## src/rtl/alu8_status_pkg.sv

```systemverilog
// Shared types and bit positions for the alu8 result/status stage.
package alu8_status_pkg;

  typedef enum logic [1:0] {
    IDLE   = 2'd0,
    ADJ_LO = 2'd1,
    ADJ_HI = 2'd2
  } state_e;

  localparam int P_C = 0;
  localparam int P_Z = 1;
  localparam int P_I = 2;
  localparam int P_D = 3;
  localparam int P_B = 4;
  localparam int P_U = 5;
  localparam int P_V = 6;
  localparam int P_N = 7;

  localparam int U_C = 0;
  localparam int U_Z = 1;
  localparam int U_V = 2;
  localparam int U_N = 3;

  // Everything a decimal operation needs once the operand buses have moved on.
  typedef struct packed {
    logic       sub;
    logic       lo_fix;
    logic       hi_fix;
    logic       c;
    logic       n;
    logic       v;
    logic       z;
    logic [3:0] upd;
  } dec_ctx_t;

  function automatic logic [7:0] upd_flags(input logic [7:0] p, input logic [3:0] upd,
                                           input logic n, input logic v,
                                           input logic z, input logic c);
    logic [7:0] r;
    r = p;
    if (upd[U_N]) r[P_N] = n;
    if (upd[U_V]) r[P_V] = v;
    if (upd[U_Z]) r[P_Z] = z;
    if (upd[U_C]) r[P_C] = c;
    return r;
  endfunction

endpackage

```

## src/rtl/alu8_status_bcd_nibble_adj.sv

```systemverilog
// Combinational BCD nibble correction: +6 (add) or -6 (sub) when enabled,
// with the carry/borrow that the correction pushes into the next nibble.
module bcd_nibble_adj
  import alu8_status_pkg::*;
(
  input  logic       en,
  input  logic       sub,
  input  logic [3:0] nib,
  output logic [3:0] nib_o,
  output logic       cy
);

  always_comb begin
    nib_o = nib;
    cy    = 1'b0;
    if (en) begin
      nib_o = sub ? (nib - 4'd6) : (nib + 4'd6);
      cy    = sub ? (nib < 4'd6) : (nib > 4'd9);
    end
  end

endmodule

```

## src/rtl/alu8_status.sv

```systemverilog
// Result hold register and 6502 status register P behind alu8.
// Optional NMOS-style decimal adjust enabled by ALU8_STATUS_DECIMAL_EN.
module alu8_status
  import alu8_status_pkg::*;
#(
  parameter logic [7:0] P_RESET   = 8'h24,
  parameter logic [7:0] ADD_RESET = 8'h00
) (
  input  logic       CLK,
  input  logic       RST,
  input  logic       LOAD,
  input  logic [7:0] A,
  input  logic [7:0] B,
  input  logic       CI,
  input  logic [7:0] F,
  input  logic       CO,
  input  logic       SUB,
  input  logic       DEC,
  input  logic [3:0] UPD,
  input  logic       PLOAD,
  input  logic [7:0] PSET,
  output logic [7:0] ADD,
  output logic [7:0] P,
  output logic       BUSY,
  output logic       VALID
);

`ifdef ALU8_STATUS_DECIMAL_EN
  localparam logic DEC_EN = 1'b1;
`else
  localparam logic DEC_EN = 1'b0;
`endif

  state_e     state_q, state_d;
  logic [7:0] add_q, add_d;
  logic [7:0] p_q, p_d;
  logic       valid_q, valid_d;
  logic [7:0] work_q, work_d;
  dec_ctx_t   ctx_q, ctx_d;

  logic       n_bin, z_bin, v_bin, lo_fix, hi_fix, dec_start;
  logic       adj_en, adj_cy;
  logic [3:0] adj_nib, adj_nib_o;

  // Binary flags and decimal-correction decisions, all taken from the LOAD-cycle inputs.
  always_comb begin
    n_bin     = F[7];
    z_bin     = (F == 8'h00);
    v_bin     = SUB ? ((A[7] ^ B[7]) & (A[7] ^ F[7])) : (~(A[7] ^ B[7]) & (A[7] ^ F[7]));
    lo_fix    = SUB ? ({1'b0, A[3:0]} < ({1'b0, B[3:0]} + {4'b0, ~CI}))
                    : (({1'b0, A[3:0]} + {1'b0, B[3:0]} + {4'b0, CI}) > 5'd9);
    hi_fix    = SUB ? ~CO : ({CO, F} > 9'h099);
    dec_start = DEC_EN & LOAD & DEC & p_q[P_D];
  end

  assign adj_en  = (state_q == ADJ_HI) ? ctx_q.hi_fix : ctx_q.lo_fix;
  assign adj_nib = (state_q == ADJ_HI) ? work_q[7:4] : work_q[3:0];

  bcd_nibble_adj u_adj (
    .en    (adj_en),
    .sub   (ctx_q.sub),
    .nib   (adj_nib),
    .nib_o (adj_nib_o),
    .cy    (adj_cy)
  );

  always_comb begin
    state_d = state_q;
    add_d   = add_q;
    p_d     = p_q;
    valid_d = 1'b0;
    work_d  = work_q;
    ctx_d   = ctx_q;
    unique case (state_q)
      IDLE: begin
        if (dec_start) begin
          work_d       = F;
          ctx_d.sub    = SUB;
          ctx_d.lo_fix = lo_fix;
          ctx_d.hi_fix = hi_fix;
          ctx_d.c      = SUB ? CO : hi_fix;
          ctx_d.n      = n_bin;
          ctx_d.v      = v_bin;
          ctx_d.z      = z_bin;
          ctx_d.upd    = UPD;
          state_d      = ADJ_LO;
        end else if (LOAD) begin
          add_d   = F;
          p_d     = upd_flags(p_q, UPD, n_bin, v_bin, z_bin, CO);
          valid_d = 1'b1;
        end
      end
      ADJ_LO: begin
        // The low-nibble correction ripples one unit into the high nibble.
        work_d  = {(ctx_q.sub ? (work_q[7:4] - {3'b0, adj_cy}) : (work_q[7:4] + {3'b0, adj_cy})),
                   adj_nib_o};
        state_d = ADJ_HI;
      end
      ADJ_HI: begin
        add_d   = {adj_nib_o, work_q[3:0]};
        p_d     = upd_flags(p_q, ctx_q.upd, ctx_q.n, ctx_q.v, ctx_q.z, ctx_q.c);
        valid_d = 1'b1;
        state_d = IDLE;
      end
      default: state_d = IDLE;
    endcase
    if (PLOAD) p_d = PSET;
    p_d[P_U] = 1'b1;
  end

  always_ff @(posedge CLK) begin
    if (RST) begin
      state_q <= IDLE;
      add_q   <= ADD_RESET;
      p_q     <= P_RESET | 8'h20;
      valid_q <= 1'b0;
    end else begin
      state_q <= state_d;
      add_q   <= add_d;
      p_q     <= p_d;
      valid_q <= valid_d;
    end
  end

  always_ff @(posedge CLK) begin
    work_q <= work_d;
    ctx_q  <= ctx_d;
  end

  assign ADD   = add_q;
  assign P     = p_q;
  assign VALID = valid_q;
`ifdef ALU8_STATUS_DECIMAL_EN
  assign BUSY  = (state_q != IDLE);
`else
  assign BUSY  = 1'b0;
`endif

endmodule
```

## config.mk

```make
export PLATFORM = sky130hd
export DESIGN_NAME = alu8_status
export DESIGN_NICKNAME = d
export VERILOG_FILES = /design/src/rtl/alu8_status_pkg.sv /design/src/rtl/alu8_status_bcd_nibble_adj.sv /design/src/rtl/alu8_status.sv
export SDC_FILE = /design/constraint.sdc
export NUM_CORES = 1
export LEC_CHECK = 0
export BUFFER_PORTS_ARGS = -buffer_cell sky130_fd_sc_hd__buf_2
export CORE_MARGIN = 1
export CORE_UTILIZATION = 41
export CTS_BUF_LIST = sky130_fd_sc_hd__clkbuf_8
export CTS_CLUSTER_DIAMETER = 40
export DETAILED_ROUTE_END_ITERATION = 10
export GPL_TIMING_DRIVEN = 0
export PLACE_DENSITY_LB_ADDON = 0.1
export SETUP_SLACK_MARGIN = 0.5
export SYNTH_ARGS = -nofsm -noshare
export SYNTH_HDL_FRONTEND = slang
export SYNTH_SLANG_ARGS = --single-unit
```

## constraint.sdc

```tcl
create_clock -name CLK -period 1.7 [get_ports CLK]
set_clock_uncertainty 0.05 [all_clocks]
set_input_delay 0.085 -clock CLK [delete_from_list [all_inputs] [get_ports CLK]]
set_output_delay 0.085 -clock CLK [all_outputs]
set_load 0.02 [all_outputs]
```

==> metrics.md <==
| Metric | Value |
|---|---|
| Mapped Cells | `71` |
| Fin nets | `162` |
| Final Hold Vio Count | `0` |
| Cell taking the most area after synthesis | `dfxtp_1` |
| Hold path cells | `3` |
| DRC violations left | `0` |
| Post-synth EDFFs | `0` |
| Largest net degree at the start of global routing | `11` |
| Max Cap Violations | `0` |
| Ys flop type | `dfxtp_1` |
| Worst r2r src | `P[0]` |
| DR WL/cell | `10.7 um` |
| Total Power | `about 0.00090 W` |
| Min-delay worst type | `in2reg` |
| DIE AREA | `1860 um^2` |
| Post-route ant nets | `0` |
| Avg Inst Size Synth | `9.76 um^2` |
| Crit-path max FO | `1` |
| Worst Reg-to-Reg Cells | `3` |
| Total number of vias | `between 600 and 700` |
| Share of the yosys chip area belonging to registers | `about 46%` |
| RSZ-0062 raised after global routing | `false` |
| Async set-reset flop share out of synthesis | `0%` |
| Antenna cells | `0` |
| Final setup fails | `0` |
| Vias in the first global route | `between 500 and 600` |
| Status | `completed` |
| Final Max Tran Viols | `0` |
| Yosys reg bits | `16` |
| Yosys top cell area share | `46.2%` |
| Minimum clock period | `0.919 ns` |
| Syn Nets | `115` |
| Clk slew on worst S/H paths | `0.06 ns` |
| Critical R2R Capture | `P[0]` |
| Hold slack | `around 0.026 ns` |
| Setup Crit Path Kind | `in2reg` |
| # H-tree levels | `1` |
| P per Cell Area | `919 nW/um^2` |
| Port bufs | `41` |
| Maximum VDD drop | `0.582 mV` |
| TritonCTS Buffers | `3` |
| Mapped cell area | `693 um^2` |
| Die Y | `between 40 and 50 um` |
| Dominant cells by area after synthesis | `dfxtp_1, mux2i_1, nor2_1` |
| Pleak | `0.509 nW` |
| P&R area growth vs syn | `41.9%` |
| Critical path endpoint category | `flop` |
| Drt first pass iters | `2` |
| Final period util | `54.0%` |
| Distinct cell type count after synthesis | `22` |
| Initial core utilization | `45.0%` |
| Startpoint types | `input port` |
| Vias per cell | `4.75` |
| Ratio of cells with drive above 1 in the final layout | `43.6%` |
| First-pass GRT wire length | `approximately 2300 um` |
| Clock sinks | `16` |
| Hold endpoint | `P[3]` |
| DRT Wirelength | `1430 um` |
| Worst-case clock buffer depth | `2` |
| Total grt overflow | `0` |
| Post-DP HPWL | `1090 um` |
| Yosys Warn Count | `0` |
| Worst Hold Launch | `PSET[3]` |
| Worst EP arrival | `1.01 ns` |
| Max Fclk | `1.09 GHz` |
| Clock Latency Late Sink | `0.24 ns` |
| R2R Setup Slk | `roughly 0.79 ns` |
| Initial DRC Count | `7` |
| Gr usage total | `16.7%` |
| I/O Pins | `62` |
| Placer Congestion | `0.662` |
| Cell row count | `14` |
| CTS Root Cell | `clkbuf_8` |
| CTS tree | `done` |
| Core Area | `~1500 um^2` |
| Die Width | `43.1 um` |
| Most frequent cell after synthesis | `dfxtp_1` |
| Antenna violations before repair | `0` |
| Post-synth top cells | `dfxtp_1, mux2i_1, nor2_1` |
| CP required | `about 1.8 ns` |
| Setup TNS | `0 ns` |
-- state kept, by name, indices dropped and copies added (netlist names) --
name,flops
ADD,8
P,7
VALID,1
-- timing repair --
item / in CTS / in global routing
hold buffers: 1 / 0
endpoints found under the hold margin: 1 / 0
gates resized for setup: 0 / 0
buffers inserted: 0 / 0
-- layout by cell type, fill, tap and decap left out, drive strengths merged --
cell,Yosys,final
buf,5,46
dfxtp,16,16
mux2i,11,11
nor2,10,10
nor2b,6,6
clkbuf,1,5
a311oi,3,3
nand2,2,2
a21oi,2,2
a21boi,2,2
nor3,2,2
nor4,2,2
conb,2,2
and2,1,1
xor2,1,1
o21a,1,1
a211o,1,1
inv,1,1
nand4,1,1
a221oi,1,1
dlygate4sd3,0,1
-- cell type report --
| class | instances | area [um^2] |
|---|---|---|
| buffer | 6 | 42.5 |
| clock buffer | 4 | 55.1 |
| fill | 140 | 558 |
| inverter | 1 | 3.75 |
| multi-input combinational | 48 | 327 |
| sequential | 16 | 320 |
| tap | 16 | 20.0 |
| timing repair buffer | 42 | 215 |
-- critical path: stages --
cell and delay (ns):
dlygate4sd3_1 0.53, buf_2 0.12, a211o_1 0.27
-- metrics by stage --
stage | std cells | cell area [um^2] | setup WS [ns] | util (%)
4_1_cts | 133 | 983 | 0.786 | 63.8
3_3_place_gp | 128 | 918 | 0.720 | 59.6
6_report | 133 | 983 | 0.781 | 63.8
2_1_floorplan | 71 | 693 | 0.720 | -
5_1_grt | 133 | 983 | 0.706 | 63.8
3_5_place_dp | 128 | 918 | 0.699 | 59.6
-- power by group --
part / total (W) / switching, W / leakage [nW] / internal (W)
clock network: 0.000327 / 0.000122 / 0.0288 / 0.000205
registers: 0.000409 / 0.00000963 / 0.133 / 0.000399
logic: 0.000168 / 0.0000908 / 0.348 / 0.0000770
-- layer usage --
layer / wire, um / up-vias / GRT usage (%)
li1: - / 332 / -
met1: 641 / 277 / 21.6
met2: 684 / 21 / 26.0
met3: 94 / 2 / 4.26
met4: 8 / 0 / 7.27
met5: 0 / - / 0
-- how the worst max path moves through the flow --
stage               slack [ns]  cells past startpoint  startpoint  endpoint
global route              0.71                      3        P[0]      P[0]
finish                    0.78                      3     PSET[2]      P[2]
detailed placement        0.70                      4        F[1]      P[1]
global placement          0.72                      4        F[1]      P[1]
floorplan                 0.72                      3        P[6]      P[6]
CTS                       0.79                      3     PSET[2]      P[2]
-- kinds of logic (layout without fill, tap and decap cells) --
logic type      count (synthesis)  count (layout)  synth area share, %
simple gates                   24              24                 17.0
buf+inv                         7              53                 6.68
flops                          16              16                 46.2
compound gates                 10              10                 11.9
mux                            11              11                 15.9
other cells                     2               2                 1.08
xor+xnor                        1               1                 1.26
(Power assumes the default switching activity.)
